## src/rtl/seq_adder_pkg.sv

```systemverilog
// seq_adder_pkg: shared types and helpers for the chunked sequential adder.
//   adder_state_t - IDLE / CALC / DONE controller states
//   idx_width()   - width of a counter that indexes n chunks (never below 1)
package seq_adder_pkg;

    typedef enum logic [1:0] {
        IDLE = 2'd0,
        CALC = 2'd1,
        DONE = 2'd2
    } adder_state_t;

    // A plain $clog2 gives 0 for n == 1, which would make a zero-width
    // counter. Clamp the result to at least one bit.
    function automatic int idx_width(input int n);
        int w;
        w = 1;
        while ((1 << w) < n) begin
            w++;
        end
        return w;
    endfunction

endpackage

```

## src/rtl/adder_chunk.sv

```systemverilog
// adder_chunk: combinational CHUNK-bit ripple slice.
//   a, b  - chunk operands
//   cin   - carry into the slice
//   s     - chunk sum
//   cout  - carry out of the slice
module adder_chunk #(
    parameter int CHUNK = 4
) (
    input  logic [CHUNK-1:0] a,
    input  logic [CHUNK-1:0] b,
    input  logic             cin,
    output logic [CHUNK-1:0] s,
    output logic             cout
);

    assign {cout, s} = {1'b0, a} + {1'b0, b} + {{CHUNK{1'b0}}, cin};

endmodule

```

## src/rtl/seq_adder_chunked.sv

```systemverilog
// seq_adder_chunked: WIDTH-bit add/subtract processed CHUNK bits per clock,
// the carry rippling through a register between cycles.
//   clk, rst_n           - clock, synchronous active-low reset
//   in_valid / in_ready  - operand handshake (ready only while idle)
//   a, b, cin, sub       - operands; sub=1 computes a - b - cin
//   out_valid/out_ready  - result handshake
//   sum, cout, ovf       - result, final carry (no-borrow when subtracting),
//                          signed overflow
//   busy                 - operation in progress or result pending
module seq_adder_chunked
    import seq_adder_pkg::*;
#(
    parameter int WIDTH = 16,
    parameter int CHUNK = 4
) (
    input  logic             clk,
    input  logic             rst_n,
    input  logic             in_valid,
    output logic             in_ready,
    input  logic [WIDTH-1:0] a,
    input  logic [WIDTH-1:0] b,
    input  logic             cin,
    input  logic             sub,
    output logic             out_valid,
    input  logic             out_ready,
    output logic [WIDTH-1:0] sum,
    output logic             cout,
    output logic             ovf,
    output logic             busy
);

    localparam int NCHUNK = WIDTH / CHUNK;
    localparam int IW     = idx_width(NCHUNK);
    localparam logic [IW-1:0] LAST_IDX = IW'(NCHUNK - 1);

    adder_state_t   state_reg, state_next;
    logic [WIDTH-1:0] a_reg, a_next;
    logic [WIDTH-1:0] b_reg, b_next;   // already inverted when subtracting
    logic             carry_reg, carry_next;
    logic [IW-1:0]    idx_reg, idx_next;
    logic [WIDTH-1:0] sum_reg, sum_next;
    logic             cout_reg, cout_next;
    logic             ovf_reg, ovf_next;

    // Operands viewed as chunk arrays so the active chunk is a simple index.
    logic [CHUNK-1:0] a_chunk [NCHUNK];
    logic [CHUNK-1:0] b_chunk [NCHUNK];

    generate
        for (genvar gi = 0; gi < NCHUNK; gi++) begin : g_split
            assign a_chunk[gi] = a_reg[gi*CHUNK +: CHUNK];
            assign b_chunk[gi] = b_reg[gi*CHUNK +: CHUNK];
        end
    endgenerate

    logic [CHUNK-1:0] chunk_s;
    logic             chunk_c;

    adder_chunk #(
        .CHUNK (CHUNK)
    ) u_chunk (
        .a    (a_chunk[idx_reg]),
        .b    (b_chunk[idx_reg]),
        .cin  (carry_reg),
        .s    (chunk_s),
        .cout (chunk_c)
    );

    always_ff @(posedge clk) begin
        if (!rst_n) begin
            state_reg <= IDLE;
            a_reg     <= '0;
            b_reg     <= '0;
            carry_reg <= 1'b0;
            idx_reg   <= '0;
            sum_reg   <= '0;
            cout_reg  <= 1'b0;
            ovf_reg   <= 1'b0;
        end else begin
            state_reg <= state_next;
            a_reg     <= a_next;
            b_reg     <= b_next;
            carry_reg <= carry_next;
            idx_reg   <= idx_next;
            sum_reg   <= sum_next;
            cout_reg  <= cout_next;
            ovf_reg   <= ovf_next;
        end
    end

    always_comb begin
        state_next = state_reg;
        a_next     = a_reg;
        b_next     = b_reg;
        carry_next = carry_reg;
        idx_next   = idx_reg;
        sum_next   = sum_reg;
        cout_next  = cout_reg;
        ovf_next   = ovf_reg;

        unique case (state_reg)
            IDLE: begin
                if (in_valid) begin
                    // Subtraction is a + ~b + 1; a borrow-in removes the +1.
                    a_next     = a;
                    b_next     = sub ? ~b : b;
                    carry_next = cin ^ sub;
                    idx_next   = '0;
                    state_next = CALC;
                end
            end
            CALC: begin
                sum_next[idx_reg*CHUNK +: CHUNK] = chunk_s;
                carry_next = chunk_c;
                idx_next   = idx_reg + IW'(1);
                if (idx_reg == LAST_IDX) begin
                    cout_next  = chunk_c;
                    // Top bit of the final chunk is the result sign bit.
                    ovf_next   = (a_reg[WIDTH-1] == b_reg[WIDTH-1]) &&
                                 (chunk_s[CHUNK-1] != a_reg[WIDTH-1]);
                    state_next = DONE;
                end
            end
            DONE: begin
                if (out_ready) begin
                    state_next = IDLE;
                end
            end
            default: begin
                state_next = IDLE;
            end
        endcase
    end

    assign in_ready  = (state_reg == IDLE);
    assign out_valid = (state_reg == DONE);
    assign busy      = (state_reg != IDLE);
    assign sum       = sum_reg;
    assign cout      = cout_reg;
    assign ovf       = ovf_reg;

endmodule

```

## config.mk

```make
export PLATFORM = sky130hd
export DESIGN_NAME = seq_adder_chunked
export DESIGN_NICKNAME = d
export VERILOG_FILES = /design/src/rtl/seq_adder_pkg.sv /design/src/rtl/adder_chunk.sv /design/src/rtl/seq_adder_chunked.sv
export SDC_FILE = /design/constraint.sdc
export NUM_CORES = 1
export LEC_CHECK = 0
export CORE_MARGIN = 10
export CORE_UTILIZATION = 25
export CTS_CLUSTER_SIZE = 20
export DETAILED_ROUTE_END_ITERATION = 10
export SYNTH_ARGS = -nofsm -noshare
export SYNTH_HDL_FRONTEND = slang
export SYNTH_SLANG_ARGS = --single-unit
```

## constraint.sdc

```tcl
create_clock -name clk -period 4.6 [get_ports clk]
set_input_delay 1.38 -clock clk [delete_from_list [all_inputs] [get_ports clk]]
set_output_delay 1.38 -clock clk [all_outputs]
set_load 0.01 [all_outputs]
```

==> results of run 1 <==
-- cell usage after synthesis (2+ instances only) --
library cell	number	area share, %
o21a_1	2	0.56
ha_1	9	4.2
a22oi_1	12	3.4
fa_1	2	1.5
a21o_1	3	0.84
o21ai_0	4	0.75
and2_1	3	0.70
inv_1	2	0.28
a21boi_1	16	4.5
buf_2	6	1.1
dfxtp_1	55	41
nand2_1	57	8.0
nor2_1	2	0.28
xnor2_1	17	5.6
clkbuf_1	8	1.1
nand3_1	6	1.1
buf_6	3	1.3
mux4_2	8	6.7
nor2b_1	16	3.7
o211a_1	17	6.4
and4_1	2	0.65
a32oi_1	2	0.65
-- power by group through the flow --
| stage | combinational, W | clock, W | sequential [W] |
|---|---|---|---|
| global placement | 0.000200 | 0 | 0.000529 |
| global route | 0.000222 | 0.000316 | 0.000523 |
| finish | 0.000199 | 0.000289 | 0.000518 |
| CTS | 0.000204 | 0.000298 | 0.000519 |
| floorplan | 0.000133 | 0 | 0.000526 |
| detailed placement | 0.000204 | 0 | 0.000530 |
-- metal layers --
metal | GRT usage [%] | up-vias | wire length [µm]
li1 | - | 1045 | -
met1 | 11.2 | 931 | 2950
met3 | 2.60 | 4 | 323
met4 | 2.40 | 0 | 43
met5 | 0 | - | 0
met2 | 14.3 | 41 | 3180
-- cell families (layout without fill, tap and decap cells) --
kind of cell               Yosys count  in the layout
AOI/OAI and AO/OA                   61             61
adders and majority gates           11             11
and+or+nand+nor                     97             97
DFF                                 55             55
muxes                                8              8
xor gates and xnor gates            18             18
buffers and inverters               21             72
-- final timing paths --
path	from	endpoint	slack, ps
setup reg to reg	idx_reg[0]	carry_reg	1750
setup / recovery	state_reg[1]	in_ready	1670
hold / removal	a_reg[2]	a_reg[2]	460
hold reg to reg	a_reg[2]	a_reg[2]	460
-- through the flow --
step                hold WS, ps  area, µm²  cells
floorplan                   432       2680    271
global placement            439       3350    450
detailed placement          448       3350    450
CTS                         463       3440    458
global route                487       3440    458
finish                      462       3440    458
-- worst register-to-register path: stages, from the launching register on --
cell	delay, ps
dfxtp_1	330
buf_4	270
mux4_2	590
fa_1	450
fa_1	410
a21o_1	190
a21oi_1	200
o221ai_1	130
and2_1	190
-- cell type report --
type                       instances  area [µm²]
clock buffer                       5        68.8
clock inverter                     3        27.5
fill                            1106        6930
inverter                           3        11.3
multi-input combinational        195        1460
sequential                        55        1100
tap                              136         170
timing repair buffer              61         603
==> metrics, run 1 <==
max incr delay on CP 530 ps; Switch Pwr 0.000288 W; DR pass1 iterations 4; hold path depth 2; Cell Area, Synth 2680 µm²; Mapped Nets 320; Ant. Diodes 0; CTS tree yes; post-synthesis sequential element count 55; Max FO, Critical Path 7; R2R cell count 8; P_int 0.000719 W; XOR/XNOR Fraction of Synth Area 5.89%; max_slew headroom 38.1%; worst skew pair latency 310 ps; critical path's slowest cell clkdlybuf4s50_1; first-pass GRT wire length 10,900 µm; P_leak 1.39 nW; Post-CTS Setup Bufs 0; delay-heaviest family, CP buffers and inverters; total power 0.00101 W; Sw Share 28.6%; worst vdd ir 0.145 mV; Max Buffers Root-to-Sink 2; startpoint types flip-flop; Root Driver clkbuf_8; number of global-route vias before repair 2,186; via count 2,021; Max Clock Skew 4.29 ps; FMAX 0.341 GHz; DP Worst Slack 1460 ps; commonest non-fill, non-tap cells in the layout clkdlybuf4s50_1 (58), nand2_1 (57), dfxtp_1 (55); run status complete, no violations; routed vias/inst 4.41; most common cell after layout, fill and taps aside clkdlybuf4s50_1; setup TNS 0 ps; cts bufs inserted 5; GRT Util Overall 8.86%; H-tree levels 2; mux share of post-synthesis cell area 6.73%; final hold vios 0; data required time of the critical path 3220 ps; minimum clock period 2930 ps; total of warnings raised by yosys 0; Die Wd 123 µm; total of max-cap violations 0; area grow syn2layout 28.7%; Stages on worst setup path 3; nets 370; Synth Instances 271; crit path DAT 1550 ps; Post-synth ARST share 0%; largest family of logic cells by synthesized area compound AO/OA/AOI/OAI gates; register area share after synthesis 41.1%; Die H 123 µm; Clock Sinks 55; share of post-route cells with drive strength above 1 7.14%; DRC violations left 0; Comb power frac 19.8%; unrepaired setup endpoints after global routing no; Initial Util 25.8%; Post-DP HPWL 5000 µm; Final Cycle Share 63.7%; Detail Route Antenna Nets 0; RePlAce Congestion 0.724; Initial DRC Count 64; Adder-Cell Fraction of Synth Area 5.70%; count of final setup violators 0; CP Buf/Inv Count 2; post-route setup slack 1670 ps; post-CTS sizing 0; initial antenna violation count 0; sequential power share 51.5%; post-synthesis compound-gate area fraction 18.4%; routed wire length 6490 µm; clock share of power 28.7%; EDFF count, synth 0; min-delay worst type reg -> reg; Final Util 33.2%; Setup CP Type reg -> out; CP Cell Sequence or2_4 > inv_2 > clkdlybuf4s50_1; syn_area_per_cell 9.88 µm²; WL/cell 14.2 µm; largest net degree at the start of global routing 50; core area 10,400 µm²; grt ovf 0; Worst Tran Pin Value 925 ps; Worst setup EP type primary output; Pwr Density 292 nW/µm²; IO Count 59; Post-synth top flop dfxtp_1; simple-gate share of the synthesized area 18.0%; full die area 15,200 µm²; Buffers on Ports 58; distinct cell type count after synthesis 41; Hold Buf Count CTS 0; Cell Rows 37; fin. max-slew vios 0; clock slew at reported path FFs 110 ps
No activity file was read; power rests on OpenSTA's default activity.
==> inputs of run 2 (changes only) <==
==> constraint.sdc (replaced) <==
create_clock -name clk -period 2.6 [get_ports clk]
set_input_delay 0.78 -clock clk [delete_from_list [all_inputs] [get_ports clk]]
set_output_delay 0.78 -clock clk [all_outputs]
set_load 0.01 [all_outputs]
==> metrics, run 2 (synthesis results as in run 1) <==
CP Cell Sequence buf_4 > mux4_2 > ha_1 > a211o_1 > a21o_1 > a21o_1 > a31oi_1 (was or2_4 > inv_2 > clkdlybuf4s50_1); hold path depth 2 (unchanged); Max Clock Skew 8.34 ps (was 4.29 ps); worst skew pair latency 310 ps (about the same); area grow syn2layout 30.3% (was 28.7%); Cell Rows 37 (unchanged); post-CTS sizing 0 (unchanged); core area 10,400 µm² (unchanged); data required time of the critical path 2840 ps (was 3220 ps); GRT Util Overall 8.77% (was 8.86%); unrepaired setup endpoints after global routing no (unchanged); Critical Path Start idx_reg[0] (was state_reg[1]); placed insts 454 (was 450); startpoint types flip-flop (unchanged); Setup CP Type reg -> reg (was reg -> out); final hold vios 0 (unchanged); share of post-route cells with drive strength above 1 9.20% (was 7.14%); CTS tree yes (unchanged); delay-heaviest family, CP compound AO/OA/AOI/OAI gates (was buffers and inverters); nets 374 (was 370); H-tree levels 2 (unchanged); crit path DAT 2680 ps (was 1550 ps); initial antenna violation count 0 (unchanged); Initial Util 25.8% (unchanged); fin. max-slew vios 0 (unchanged); Initial DRC Count 70 (was 64); post-route setup slack 160 ps (was 1670 ps); origin of the critical flop-to-flop path idx_reg[0] (unchanged); Max Buffers Root-to-Sink 2 (unchanged); Hold Buf Count CTS 0 (unchanged); Post-Layout Cell Count 462 (was 458); largest net degree at the start of global routing 58 (was 50); Root Driver clkbuf_8 (unchanged); number of global-route vias before repair 2,114 (was 2,186); first-pass GRT wire length 10,800 µm (was 10,900 µm); Die Wd 123 µm (unchanged); grt ovf 0 (unchanged); DP Worst Slack 58.4 ps (was 1460 ps); critical path's slowest cell mux4_2 (was clkdlybuf4s50_1); count of final setup violators 0 (unchanged); Die H 123 µm (unchanged); clock slew at reported path FFs 100 ps (was 110 ps); run status complete, no violations (unchanged); cts bufs inserted 5 (unchanged); Final Cell Area 3490 µm² (was 3440 µm²); Hold Slack 462 ps (about the same); routed vias/inst 4.47 (was 4.41); Ant. Diodes 0 (unchanged); total of max-cap violations 0 (unchanged); DR pass1 iterations 4 (unchanged); Clock Sinks 55 (unchanged); RePlAce Congestion 0.752 (was 0.724); Post-CTS Setup Bufs 0 (unchanged); min-delay src a_reg[13] (was a_reg[2]); Final Cycle Share 93.8%; Worst setup EP type flip-flop (was primary output); routed wire length 6530 µm (was 6490 µm); WL/cell 14.1 µm (was 14.2 µm); Buffers on Ports 58 (unchanged); Max FO, Critical Path 11 (was 7); P_leak 1.41 nW (was 1.39 nW); max incr delay on CP 570 ps (was 530 ps); Detail Route Antenna Nets 0 (unchanged); Post-DP HPWL 5040 µm (was 5000 µm); Reg-to-Reg End ovf (was carry_reg); worst vdd ir 0.198 mV (was 0.145 mV); most common cell after layout, fill and taps aside clkdlybuf4s50_1 (unchanged); DRC violations left 0 (unchanged); Worst R2R Setup Slack 160 ps (was 1750 ps); CP Buf/Inv Count 1 (was 2); max_slew headroom 68.1% (was 38.1%); IO Count 59 (unchanged); most used cell, CP a21o_1; Worst Hold Path EP a_reg[13] (was a_reg[2]); full die area 15,200 µm² (unchanged); min-delay worst type reg -> reg (unchanged); FMAX 0.410 GHz; Pwr Density 503 nW/µm² (was 292 nW/µm²); R2R cell count 7 (was 8); Worst Tran Pin Value 479 ps (was 925 ps); setup TNS 0 ps (unchanged); commonest non-fill, non-tap cells in the layout clkdlybuf4s50_1 (58), nand2_1 (57), dfxtp_1 (54) (was clkdlybuf4s50_1 (58), nand2_1 (57), dfxtp_1 (55)); via count 2,063 (was 2,021); minimum clock period 2440 ps; Area after DPL 3390 µm² (was 3350 µm²)
-- run 2: worst max-delay path by stage --
| stage | to | slack, ps | cells after the start |
|---|---|---|---|
| 6_report | ovf | 160 | 7 |
| 5_1_grt | sum[2] | 30 | 6 |
| 4_1_cts | carry_reg | 40 | 7 |
| 3_5_place_dp | carry_reg | 60 | 7 |
| 3_3_place_gp | carry_reg | 110 | 7 |
| 2_1_floorplan | carry_reg | 0.7 | 8 |
-- run 2: power breakdown --
group          internal [W]  leakage [nW]  switching [W]  total (W)
Clock              0.000190        0.0483       0.000286   0.000477
Sequential         0.000889         0.451      0.0000288   0.000918
Combinational      0.000189         0.912       0.000170   0.000359
-- run 2: tightest hold or removal path: cells and delay by family (launching register included) --
| family | cells | cell delay [ps] |
|---|---|---|
| AO/OA/AOI/OAI | 1 | 50 |
| flip-flops | 1 | 330 |
| AND/OR/NAND/NOR | 1 | 50 |
-- run 2: final cells by class --
| type | instances | area (µm²) |
|---|---|---|
| Tap cell | 136 | 170 |
| Multi-Input combinational cell | 195 | 1470 |
| Clock buffer | 5 | 68.8 |
| Timing Repair Buffer | 65 | 646 |
| Fill cell | 1098 | 6880 |
| Sequential cell | 55 | 1100 |
| Inverter | 3 | 11.3 |
| Clock inverter | 3 | 18.8 |
-- run 2: layer usage --
metal / GRT usage, % / share of wire [%] / routed length [µm] / up-vias
met5: 0 / 0 / 0 / -
met4: 2.40 / 1.0 / 68 / 0
met3: 2.64 / 5.4 / 354 / 8
met2: 14.7 / 48 / 3160 / 40
met1: 10.7 / 45 / 2940 / 959
li1: - / - / - / 1056
-- run 2: metrics by stage --
step	util [%]	total power [W]
floorplan	-	0.00117
CTS	33.6	0.00179
finish	33.6	0.00175
global placement	32.7	0.00129
detailed placement	32.7	0.00130
global route	33.6	0.00186
